===== src/rtl/apb_uart_sequencer_if.sv =====
// APB request/response bundle between the UART sequencer (master) and the UART
// subsystem top (slave).
interface apb_uart_sequencer_if;
  logic        apb_en;
  logic [1:0]  apb_sel;
  logic [4:0]  apb_addr;
  logic        apb_write;
  logic [31:0] apb_wdata;
  logic [31:0] apb_rdata;
  logic        apb_ready;
  logic        apb_error;

  modport master (
    output apb_en, apb_sel, apb_addr, apb_write, apb_wdata,
    input  apb_rdata, apb_ready, apb_error
  );

  modport slave (
    input  apb_en, apb_sel, apb_addr, apb_write, apb_wdata,
    output apb_rdata, apb_ready, apb_error
  );
endinterface


===== src/rtl/apb_uart_sequencer.sv =====
// APB master that feeds a UART: one config write, then one data write per queued
// byte (each waiting for Tx completion), plus an APB read for every Rx completion.
module apb_uart_sequencer #(
  parameter int unsigned FIFO_DEPTH = 8,
  parameter logic [4:0]  ADDR_CFG   = 5'h00,
  parameter logic [4:0]  ADDR_TX    = 5'h04,
  parameter logic [4:0]  ADDR_RX    = 5'h08,
  parameter logic [1:0]  SLV_SEL    = 2'b01,
  parameter int unsigned TIMEOUT    = 255
) (
  input  logic                        clk,
  input  logic                        reset_n,
  input  logic [1:0]                  cfg_baud,
  input  logic [1:0]                  cfg_parity,
  input  logic                        cfg_update,
  input  logic [7:0]                  tx_byte,
  input  logic                        tx_valid,
  output logic                        tx_ready,
  output logic [7:0]                  rx_byte,
  output logic                        rx_valid,
  apb_uart_sequencer_if.master        apb,
  input  logic                        uart_tx_done,
  input  logic                        uart_rx_done,
  output logic                        busy,
  output logic                        err
);

  localparam int PW = $clog2(FIFO_DEPTH);
  localparam int TW = $clog2(TIMEOUT + 1);
  localparam logic [PW:0]   PTR_ONE = 1;
  localparam logic [TW-1:0] TMO_ONE = 1;
  localparam logic [TW-1:0] TMO_MAX = TW'(TIMEOUT);

  typedef enum logic [2:0] {S_IDLE, S_CFG, S_TX_WR, S_TX_WAIT, S_RX_RD, S_ERR} state_e;

  state_e        state_q, state_d;
  logic          en_q, en_d, write_q, write_d;
  logic [1:0]    sel_q, sel_d;
  logic [4:0]    addr_q, addr_d;
  logic [31:0]   wdata_q, wdata_d;
  logic [7:0]    rx_byte_q, rx_byte_d;
  logic          rx_valid_q, rx_valid_d;
  logic          err_q, err_d;
  logic          rx_pend_q, cfg_pend_q;
  logic [TW-1:0] tmo_q, tmo_d;
  logic          pop, rx_launch, cfg_launch, timed_out, counted;

  // Tx byte FIFO; the extra pointer bit separates full from empty.
  logic [7:0] mem_q [FIFO_DEPTH];
  logic [PW:0] wr_ptr_q, rd_ptr_q;
  logic fifo_empty, fifo_full, push;

  assign fifo_empty = (wr_ptr_q == rd_ptr_q);
  assign fifo_full  = (wr_ptr_q[PW] != rd_ptr_q[PW]) &&
                      (wr_ptr_q[PW-1:0] == rd_ptr_q[PW-1:0]);
  assign push       = tx_valid && !fifo_full;

  // NOTE: storage has no reset; the pointers alone define which entries are valid.
  always_ff @(posedge clk) begin
    if (push) mem_q[wr_ptr_q[PW-1:0]] <= tx_byte;
  end

  // NOTE: sequential state uses non-blocking assignments so all registers update together.
  always_ff @(posedge clk or negedge reset_n) begin
    if (!reset_n) begin
      wr_ptr_q <= '0;
      rd_ptr_q <= '0;
    end else begin
      if (push) wr_ptr_q <= wr_ptr_q + PTR_ONE;
      if (pop)  rd_ptr_q <= rd_ptr_q + PTR_ONE;
    end
  end

  assign timed_out = (tmo_q == TMO_MAX);
  assign counted   = (state_q == S_CFG) || (state_q == S_TX_WR) ||
                     (state_q == S_RX_RD) || (state_q == S_TX_WAIT);

  // NOTE: every signal gets its default first so no path leaves one unassigned (no latches).
  always_comb begin
    state_d    = state_q;
    en_d       = en_q;
    sel_d      = sel_q;
    addr_d     = addr_q;
    write_d    = write_q;
    wdata_d    = wdata_q;
    rx_byte_d  = rx_byte_q;
    rx_valid_d = 1'b0;
    err_d      = err_q;
    pop        = 1'b0;
    rx_launch  = 1'b0;
    cfg_launch = 1'b0;

    case (state_q)
      S_IDLE: begin
        if (rx_pend_q) begin
          state_d   = S_RX_RD;
          en_d      = 1'b1;
          sel_d     = SLV_SEL;
          addr_d    = ADDR_RX;
          write_d   = 1'b0;
          wdata_d   = '0;
          rx_launch = 1'b1;
        end else if (cfg_pend_q) begin
          state_d    = S_CFG;
          en_d       = 1'b1;
          sel_d      = SLV_SEL;
          addr_d     = ADDR_CFG;
          write_d    = 1'b1;
          wdata_d    = {28'b0, cfg_parity, cfg_baud};
          cfg_launch = 1'b1;
        end else if (!fifo_empty) begin
          state_d = S_TX_WR;
          en_d    = 1'b1;
          sel_d   = SLV_SEL;
          addr_d  = ADDR_TX;
          write_d = 1'b1;
          wdata_d = {24'b0, mem_q[rd_ptr_q[PW-1:0]]};
        end
      end
      S_CFG, S_TX_WR, S_RX_RD: begin
        if (apb.apb_ready) begin
          en_d  = 1'b0;
          sel_d = 2'b00;
          pop   = (state_q == S_TX_WR);
          if (apb.apb_error) begin
            state_d = S_ERR;
            err_d   = 1'b1;
          end else if (state_q == S_TX_WR) begin
            state_d = S_TX_WAIT;
          end else begin
            state_d = S_IDLE;
            if (state_q == S_RX_RD) begin
              rx_valid_d = 1'b1;
              rx_byte_d  = apb.apb_rdata[7:0];
            end
          end
        end else if (timed_out) begin
          en_d    = 1'b0;
          sel_d   = 2'b00;
          state_d = S_ERR;
          err_d   = 1'b1;
        end
      end
      S_TX_WAIT: begin
        if (uart_tx_done) begin
          state_d = S_IDLE;
        end else if (timed_out) begin
          state_d = S_ERR;
          err_d   = 1'b1;
        end
      end
      S_ERR:   state_d = S_IDLE;
      default: state_d = S_IDLE;
    endcase

    // Restarts on every state entry; only the waiting states accumulate.
    if (state_d != state_q) tmo_d = '0;
    else if (counted)       tmo_d = tmo_q + TMO_ONE;
    else                    tmo_d = '0;
  end

  always_ff @(posedge clk or negedge reset_n) begin
    if (!reset_n) begin
      state_q    <= S_IDLE;
      en_q       <= 1'b0;
      sel_q      <= 2'b00;
      addr_q     <= '0;
      write_q    <= 1'b0;
      wdata_q    <= '0;
      rx_byte_q  <= '0;
      rx_valid_q <= 1'b0;
      err_q      <= 1'b0;
      tmo_q      <= '0;
      rx_pend_q  <= 1'b0;
      cfg_pend_q <= 1'b1;
    end else begin
      state_q    <= state_d;
      en_q       <= en_d;
      sel_q      <= sel_d;
      addr_q     <= addr_d;
      write_q    <= write_d;
      wdata_q    <= wdata_d;
      rx_byte_q  <= rx_byte_d;
      rx_valid_q <= rx_valid_d;
      err_q      <= err_d;
      tmo_q      <= tmo_d;
      // A new request in the launch cycle wins over the clear.
      rx_pend_q  <= uart_rx_done || (rx_pend_q && !rx_launch);
      cfg_pend_q <= cfg_update   || (cfg_pend_q && !cfg_launch);
    end
  end

  logic unused_rdata;
  assign unused_rdata = ^apb.apb_rdata[31:8];

  assign apb.apb_en    = en_q;
  assign apb.apb_sel   = sel_q;
  assign apb.apb_addr  = addr_q;
  assign apb.apb_write = write_q;
  assign apb.apb_wdata = wdata_q;
  assign tx_ready      = !fifo_full;
  assign rx_byte       = rx_byte_q;
  assign rx_valid      = rx_valid_q;
  assign err           = err_q;
  assign busy          = (state_q != S_IDLE) || !fifo_empty;

endmodule


===== src/flat_wrapper.sv =====
// flat-port wrapper written by rule: the top's interface ports become plain ports
module apb_uart_sequencer_flat 
#(
  parameter int unsigned FIFO_DEPTH = 8,
  parameter logic [4:0]  ADDR_CFG   = 5'h00,
  parameter logic [4:0]  ADDR_TX    = 5'h04,
  parameter logic [4:0]  ADDR_RX    = 5'h08,
  parameter logic [1:0]  SLV_SEL    = 2'b01,
  parameter int unsigned TIMEOUT    = 255
)
  (clk, reset_n, cfg_baud, cfg_parity, cfg_update, tx_byte, tx_valid, tx_ready, rx_byte, rx_valid, uart_tx_done, uart_rx_done, busy, err, apb_apb_en, apb_apb_sel, apb_apb_addr, apb_apb_write, apb_apb_wdata, apb_apb_rdata, apb_apb_ready, apb_apb_error);
  apb_uart_sequencer_if apb_i ();
  input  logic clk;
  input  logic reset_n;
  input  logic [1:0] cfg_baud;
  input  logic [1:0] cfg_parity;
  input  logic cfg_update;
  input  logic [7:0] tx_byte;
  input  logic tx_valid;
  output logic tx_ready;
  output logic [7:0] rx_byte;
  output logic rx_valid;
  input  logic uart_tx_done;
  input  logic uart_rx_done;
  output logic busy;
  output logic err;
  output wire logic [$bits(apb_i.apb_en)-1:0] apb_apb_en;
  output wire logic [$bits(apb_i.apb_sel)-1:0] apb_apb_sel;
  output wire logic [$bits(apb_i.apb_addr)-1:0] apb_apb_addr;
  output wire logic [$bits(apb_i.apb_write)-1:0] apb_apb_write;
  output wire logic [$bits(apb_i.apb_wdata)-1:0] apb_apb_wdata;
  input wire logic [$bits(apb_i.apb_rdata)-1:0] apb_apb_rdata;
  input wire logic [$bits(apb_i.apb_ready)-1:0] apb_apb_ready;
  input wire logic [$bits(apb_i.apb_error)-1:0] apb_apb_error;
  assign apb_apb_en = apb_i.apb_en;
  assign apb_apb_sel = apb_i.apb_sel;
  assign apb_apb_addr = apb_i.apb_addr;
  assign apb_apb_write = apb_i.apb_write;
  assign apb_apb_wdata = apb_i.apb_wdata;
  assign apb_i.apb_rdata = apb_apb_rdata;
  assign apb_i.apb_ready = apb_apb_ready;
  assign apb_i.apb_error = apb_apb_error;
  apb_uart_sequencer #(.FIFO_DEPTH(FIFO_DEPTH), .ADDR_CFG(ADDR_CFG), .ADDR_TX(ADDR_TX), .ADDR_RX(ADDR_RX), .SLV_SEL(SLV_SEL), .TIMEOUT(TIMEOUT)) u_core (.clk(clk), .reset_n(reset_n), .cfg_baud(cfg_baud), .cfg_parity(cfg_parity), .cfg_update(cfg_update), .tx_byte(tx_byte), .tx_valid(tx_valid), .tx_ready(tx_ready), .rx_byte(rx_byte), .rx_valid(rx_valid), .apb(apb_i), .uart_tx_done(uart_tx_done), .uart_rx_done(uart_rx_done), .busy(busy), .err(err));
endmodule

===== config.mk =====
export PLATFORM = sky130hd
export DESIGN_NAME = apb_uart_sequencer_flat
export DESIGN_NICKNAME = d
export VERILOG_FILES = /design/src/rtl/apb_uart_sequencer_if.sv /design/src/rtl/apb_uart_sequencer.sv /design/src/flat_wrapper.sv
export SDC_FILE = /design/constraint.sdc
export NUM_CORES = 1
export LEC_CHECK = 0
export CAP_MARGIN = 10
export CORE_ASPECT_RATIO = 0.9
export CORE_UTILIZATION = 50
export DETAILED_ROUTE_END_ITERATION = 10
export PLACE_DENSITY = 0.79
export SYNTH_ARGS = -nofsm -noshare
export SYNTH_HDL_FRONTEND = slang
export SYNTH_SLANG_ARGS = --single-unit

===== constraint.sdc =====
create_clock -name clk -period 4.72 [get_ports clk]
set_clock_uncertainty 0.05 [all_clocks]
set_input_delay 0.472 -clock clk [delete_from_list [all_inputs] [get_ports clk]]
set_output_delay 0.472 -clock clk [all_outputs]
set_load 0.02 [all_outputs]

* Yosys cells after proc, flatten, opt, wreduce, memory -nomap -nowiden
Memories as Yosys holds them, arrays and structs flattened.
Cells that the tools add are included.
** Storage, ports and cells
- Input bits :: 52
- Output and inout port bits :: 53
- Memories kept :: 1
- Bits in registers :: 72
- RAM bits :: 64
** Operators by class
- Equal/unequal tests :: 14
- Bitwise logic cells :: 2
- Muxes and demuxes :: 49
- Reductions and logical operators :: 23
- Add/subtract/negate cells :: 3
** Memories
- u_core.mem_q :: depth 8, width 8, rd ports 1, clocked after Yosys merged registers in 0, write ports 1, RTL line apb_uart_sequencer.sv:49 : logic [7:0] mem_q [FIFO_DEPTH];
** Operators by type and width (count)
- two-way mux 32 bit :: 3
- two-way mux 1 bit :: 24
- two-way mux 3 bit :: 7
- two-way mux 8 bit :: 2
- two-way mux 5 bit :: 3
- two-way mux 2 bit :: 6
- case mux 3 bit (3 select lines) :: 1
- adder 4 x 1 -> 4 bit (second input constant) :: 2
- adder 8 x 1 -> 8 bit (second input constant) :: 1
- equality test 8 bit (second input constant) :: 1
- equality test 3 x 2 -> 1 bit (second input constant) :: 2
- logical OR 1 bit :: 6
- AND reduction 3 bit :: 2
- AND reduction 5 bit :: 1
- equality test 4 bit :: 1
- logical AND 1 bit :: 4
- logical NOT 1 bit :: 4
- inequality test 4 x 2 -> 1 bit (second input constant) :: 1
- case mux 1 bit (2 select lines) :: 2
- case mux 2 bit (2 select lines) :: 1
- nonzero test 2 bit :: 2
- equality test 3 x 1 -> 1 bit (second input constant) :: 1
- equality test 3 bit :: 1
- equality test 3 bit (second input constant) :: 1
- other kinds (11) :: 12

* Logic depth before layout (Yosys ltp)
- Depth in word-level cells :: 7
- Depth in mapped cells :: 7

* Least setup slack after synthesis
Ideal clock, no wire load.
- Kind :: register to register
- From :: reg u_core.wr_ptr_q[0]
- To :: mem u_core.mem_q[1][0], enable pin
- Clock period less this slack :: 2.563 ns
- Data arrival time :: 2.115 ns
- Stages on the path, launching flop included :: 6
- Setup slack :: 2.157 ns
- Setup time :: 0.398 ns
- Cells stage by stage :: dfrtp_1 -> clkbuf_2 -> xnor2_1 -> nand4_1 -> nand2_1 -> nor4b_1
** On the way
- Word-level cells in the longest chain between the ends :: 6
** Ends and longest elaborated chain
- from (decl) :: RTL line apb_uart_sequencer.sv:50 : logic [PW:0] wr_ptr_q, rd_ptr_q;
- from (signal assigned) :: RTL line apb_uart_sequencer.sv:69 : if (push) wr_ptr_q <= wr_ptr_q + PTR_ONE;
- equality test 3 bit :: RTL line apb_uart_sequencer.sv:55 : (wr_ptr_q[PW-1:0] == rd_ptr_q[PW-1:0]);
- logical AND 1 bit :: RTL line apb_uart_sequencer.sv:54 : assign fifo_full = (wr_ptr_q[PW] != rd_ptr_q[PW]) &&
- logical NOT 1 bit
- via tx_ready :: RTL line flat_wrapper.sv:20 : output logic tx_ready;
- logical AND 1 bit :: RTL line apb_uart_sequencer.sv:56 : assign push = tx_valid && !fifo_full;
- two-way mux 1 bit :: RTL line apb_uart_sequencer.sv:60 : if (push) mem_q[wr_ptr_q[PW-1:0]] <= tx_byte;
- two-way mux 1 bit (not written as such) :: RTL line apb_uart_sequencer.sv:60
- to (decl) :: RTL line apb_uart_sequencer.sv:49
The timed path passes the listed nets, and every way through them passes these cells.

* Worst setup path after layout
- From :: reg u_core.rd_ptr_q[2]
- To :: out busy
** On the way
- Word-level cells in the longest chain between the ends :: 3
** Ends and longest elaborated chain
- from (decl) :: RTL line apb_uart_sequencer.sv:50
- from (signal assigned) :: RTL line apb_uart_sequencer.sv:70 : if (pop) rd_ptr_q <= rd_ptr_q + PTR_ONE;
- equality test 4 bit :: RTL line apb_uart_sequencer.sv:53 : assign fifo_empty = (wr_ptr_q == rd_ptr_q);
- logical NOT 1 bit
- logical OR 1 bit :: RTL line apb_uart_sequencer.sv:205 : assign busy = (state_q != S_IDLE) || !fifo_empty;
- to (decl) :: RTL line flat_wrapper.sv:25 : output logic busy;
No other way between the ends.

==> flow_summary.yaml <==
hold_path:
  min_path_type: "input pin to asynchronous set/reset pin"
global_route:
  grt_overflow_total: 0
  grt_max_degree: 44
  grt.total_usage_pct: 18.5
  first_global_vias: 2653
  antenna_found_initial: 0
  grt_pass1_wl_mm: 13.6
floorplanning:
  die_h_um: 94.8
  ios: 105
  initial_core_util_pct: 52.0
  row_count: 33
  die_w_um: 105
  coreArea_sq_mm: 0.00921
  die_area_sq_mm: 0.00996
layout:
  final_cell_mix: "64 x edfxtp_1, 51 x clkdlybuf4s50_1, 45 x nand2_1, 42 x dfrtp_1, 28 x conb_1"
  area.growth.synth_to_final_pct: 14.9
  fill_cells: 717
  seq_area_sq_mm: 0.00300
  multi_input_area_sq_mm: 0.00156
  nNetsFinal: 451
  drive_above_1_share_pct: 13.0
  num_antenna_cells: 0
  postLayoutCoreUtil_pct: 59.7
  design_area_sq_mm: 0.00550
  final_common_cell: "edfxtp_1"
critical_path:
  cp_slowest_cell: "dfrtp_1"
  cp-end-kind: "output pin"
  cp_top_family: "flip-flops"
  critPathMaxFanout: 15
  max_stage_delay_ns: 0.83
  arrival_ns: 2.45
  cp.required_ns: 4.20
  startpoint_type: "flip-flop"
  crit_chain: "xnor2_1, nand4b_1, nand2b_1, clkdlybuf4s50_1"
  crit_type: "flip-flop to output pin"
  cp_num_buf_inv: 1
clock_network:
  cts_hold_buffers: 0
  clk_pin_slew_ns: 0.10
  ctsRootBufferMaster: "clkbuf_8"
  post_cts_buffers: 0
  cts_inserted_buffers: 9
  clock_path_buffers: 2
  clkSinkCount: 107
  cts_resized: 0
  h-tree-depth: 3
  clkLatencyLatePin_ns: 0.36
  cts_tree: "yes"
detailed_routing:
  via_per_inst: 5.33
  first_pass_iters: 4
  drt_iter0_markers: 145
  wl_mm: 8.38
  wl_per_cell_um: 16.0
  drtAntennaViolNets: 0
  drc_errors: 0
  dr_total_vias: 2787
placed_design:
  gp_congestion: 0.810
  dpl.hpwl_mm: 5.75
  dpl_cell_area_sq_mm: 0.00532
  io_buffer_count: 52
timing:
  finalSetupTns_ns: 0
  worst_pin_slew_ns: 0.928
  slew_headroom_pct: 38.2
  period_needed_ns: 2.98
  hold_viol_final: 0
  period_share_pct: 63.0
  slew_violations: 0
  setup_viol: 0
  fmax_ghz: 0.336
  rsz0062_at_grt: "no"
  fin_hold_ws_ns: 0.186
synth:
  synth_cells: 340
  async_reset_ff_share_pct: 40.2
  ys_seq_area_share_pct: 62.7
  syn_area_sq_mm: 0.00478
  yosys_warnings: 0
  ys_ff_latch: 107
  ys_types: 54
  synth_edf_count: 64
  syn_area_per_cell_sq_um: 14.1
  ys.flop_type: "edfxtp_1"
pwr:
  powerDensity_mw_per_mm2: 511
  leakagePower_nw: 2.07
  peakVddDrop_mv: 0.279
status:
  status: "finished, final reports clean"
run:
  drv_cap: 0
[area by class of cell]
| cell class | count | area share (%) |
|---|---|---|
| clock buffer | 10 | 2.32 |
| clock inverter | 6 | 0.910 |
| inverter | 7 | 0.478 |
| multi-input combinational | 210 | 28.4 |
| sequential | 107 | 54.5 |
| tap | 122 | 2.78 |
| timing repair buffer | 61 | 10.6 |
[routing by layer]
layer | up-vias | track usage, % | routed length, um
met5 | - | 0 | 0
met4 | 0 | 4.81 | 36
met3 | 6 | 4.35 | 571
met2 | 104 | 32.5 | 4300
met1 | 1374 | 23.3 | 3470
li1 | 1303 | - | -
[final timing paths]
kind / slack (ns) / startpoint / endpoint / cells after the start
min in group clk: 0.44 / u_core.err / u_core.err / 1
worst max register to register: 2.22 / u_core.rd_ptr_q[2] / u_core.mem_q[7][1] / 4
max in group asynchronous: 3.85 / reset_n / u_core.apb.apb_wdata[6] / 1
worst min-delay path: 0.19 / reset_n / u_core.state_q[2] / 1
worst max-delay path: 1.74 / u_core.rd_ptr_q[2] / busy / 4
worst min register to register: 0.44 / u_core.err / u_core.err / 1
[synthesized netlist by cell type (2+ instances only)]
cell type  count  area share, %
nand4_1        5           0.65
o21bai_1       2           0.31
nand3_1        7           0.73
edfxtp_1      64             40
inv_1          6           0.47
clkbuf_2       3           0.31
buf_2          6           0.63
xnor2_1       10            1.8
nand2_1       45            3.5
buf_4         32            5.0
nor4b_1        2           0.37
mux2i_1        8            1.7
nand4b_1       2           0.37
nand2b_1       6           0.78
a21o_1         3           0.47
a21oi_1        4           0.42
ha_1           3           0.78
and2b_1        2           0.31
o21ai_0       11            1.2
nor3_1        10            1.0
a22oi_1        4           0.63
nor3b_1        2           0.31
o22ai_1        2           0.26
mux4_2        16            7.5
nor2_1         6           0.47
mux2_2         2           0.47
xor2_1         7            1.3
dfrtp_1       42             22
and2_1         3           0.39
[flip-flops by register name, summed over array words and instances (netlist names), 2 cells and up]
| signal | count |
|---|---|
| u_core.wr_ptr_q | 4 |
| u_core.state_q | 3 |
| u_core.rx_byte | 8 |
| u_core.rd_ptr_q | 4 |
| u_core.apb.apb_addr | 2 |
| u_core.mem_q | 64 |
| u_core.tmo_q | 8 |
| u_core.apb.apb_wdata | 8 |
[power by group]
| group | internal [mW] | leakage [nW] | switching, mW |
|---|---|---|---|
| Sequential | 1.19 | 1.13 | 0.153 |
| Combinational | 0.441 | 0.849 | 0.520 |
| Clock | 0.198 | 0.0900 | 0.303 |
| Total | 1.83 | 2.07 | 0.976 |
[through the flow]
stage / total power [mW] / worst slack, ns / instances
floorplan: 2.02 / 2.16 / 367
global placement: 2.30 / 2.13 / 507
detailed placement: 2.34 / 2.12 / 507
CTS: 2.83 / 1.69 / 523
global route: 2.98 / 1.57 / 523
finish: 2.81 / 1.74 / 523
[cells by family (layout without fill, tap and decap cells)]
| group | Yosys count | after routing | share of synthesized area (%) |
|---|---|---|---|
| DFF | 107 | 107 | 62.7 |
| adders and majority gates | 3 | 3 | 0.785 |
| buffers and inverters | 50 | 84 | 6.83 |
| AOI/OAI and AO/OA | 37 | 37 | 5.73 |
| other | 1 | 28 | 0.0784 |
| and+or+nand+nor | 99 | 99 | 11.1 |
| xor gates and xnor gates | 17 | 17 | 3.11 |
| muxes | 26 | 26 | 9.68 |
(Power assumes the default switching activity.)
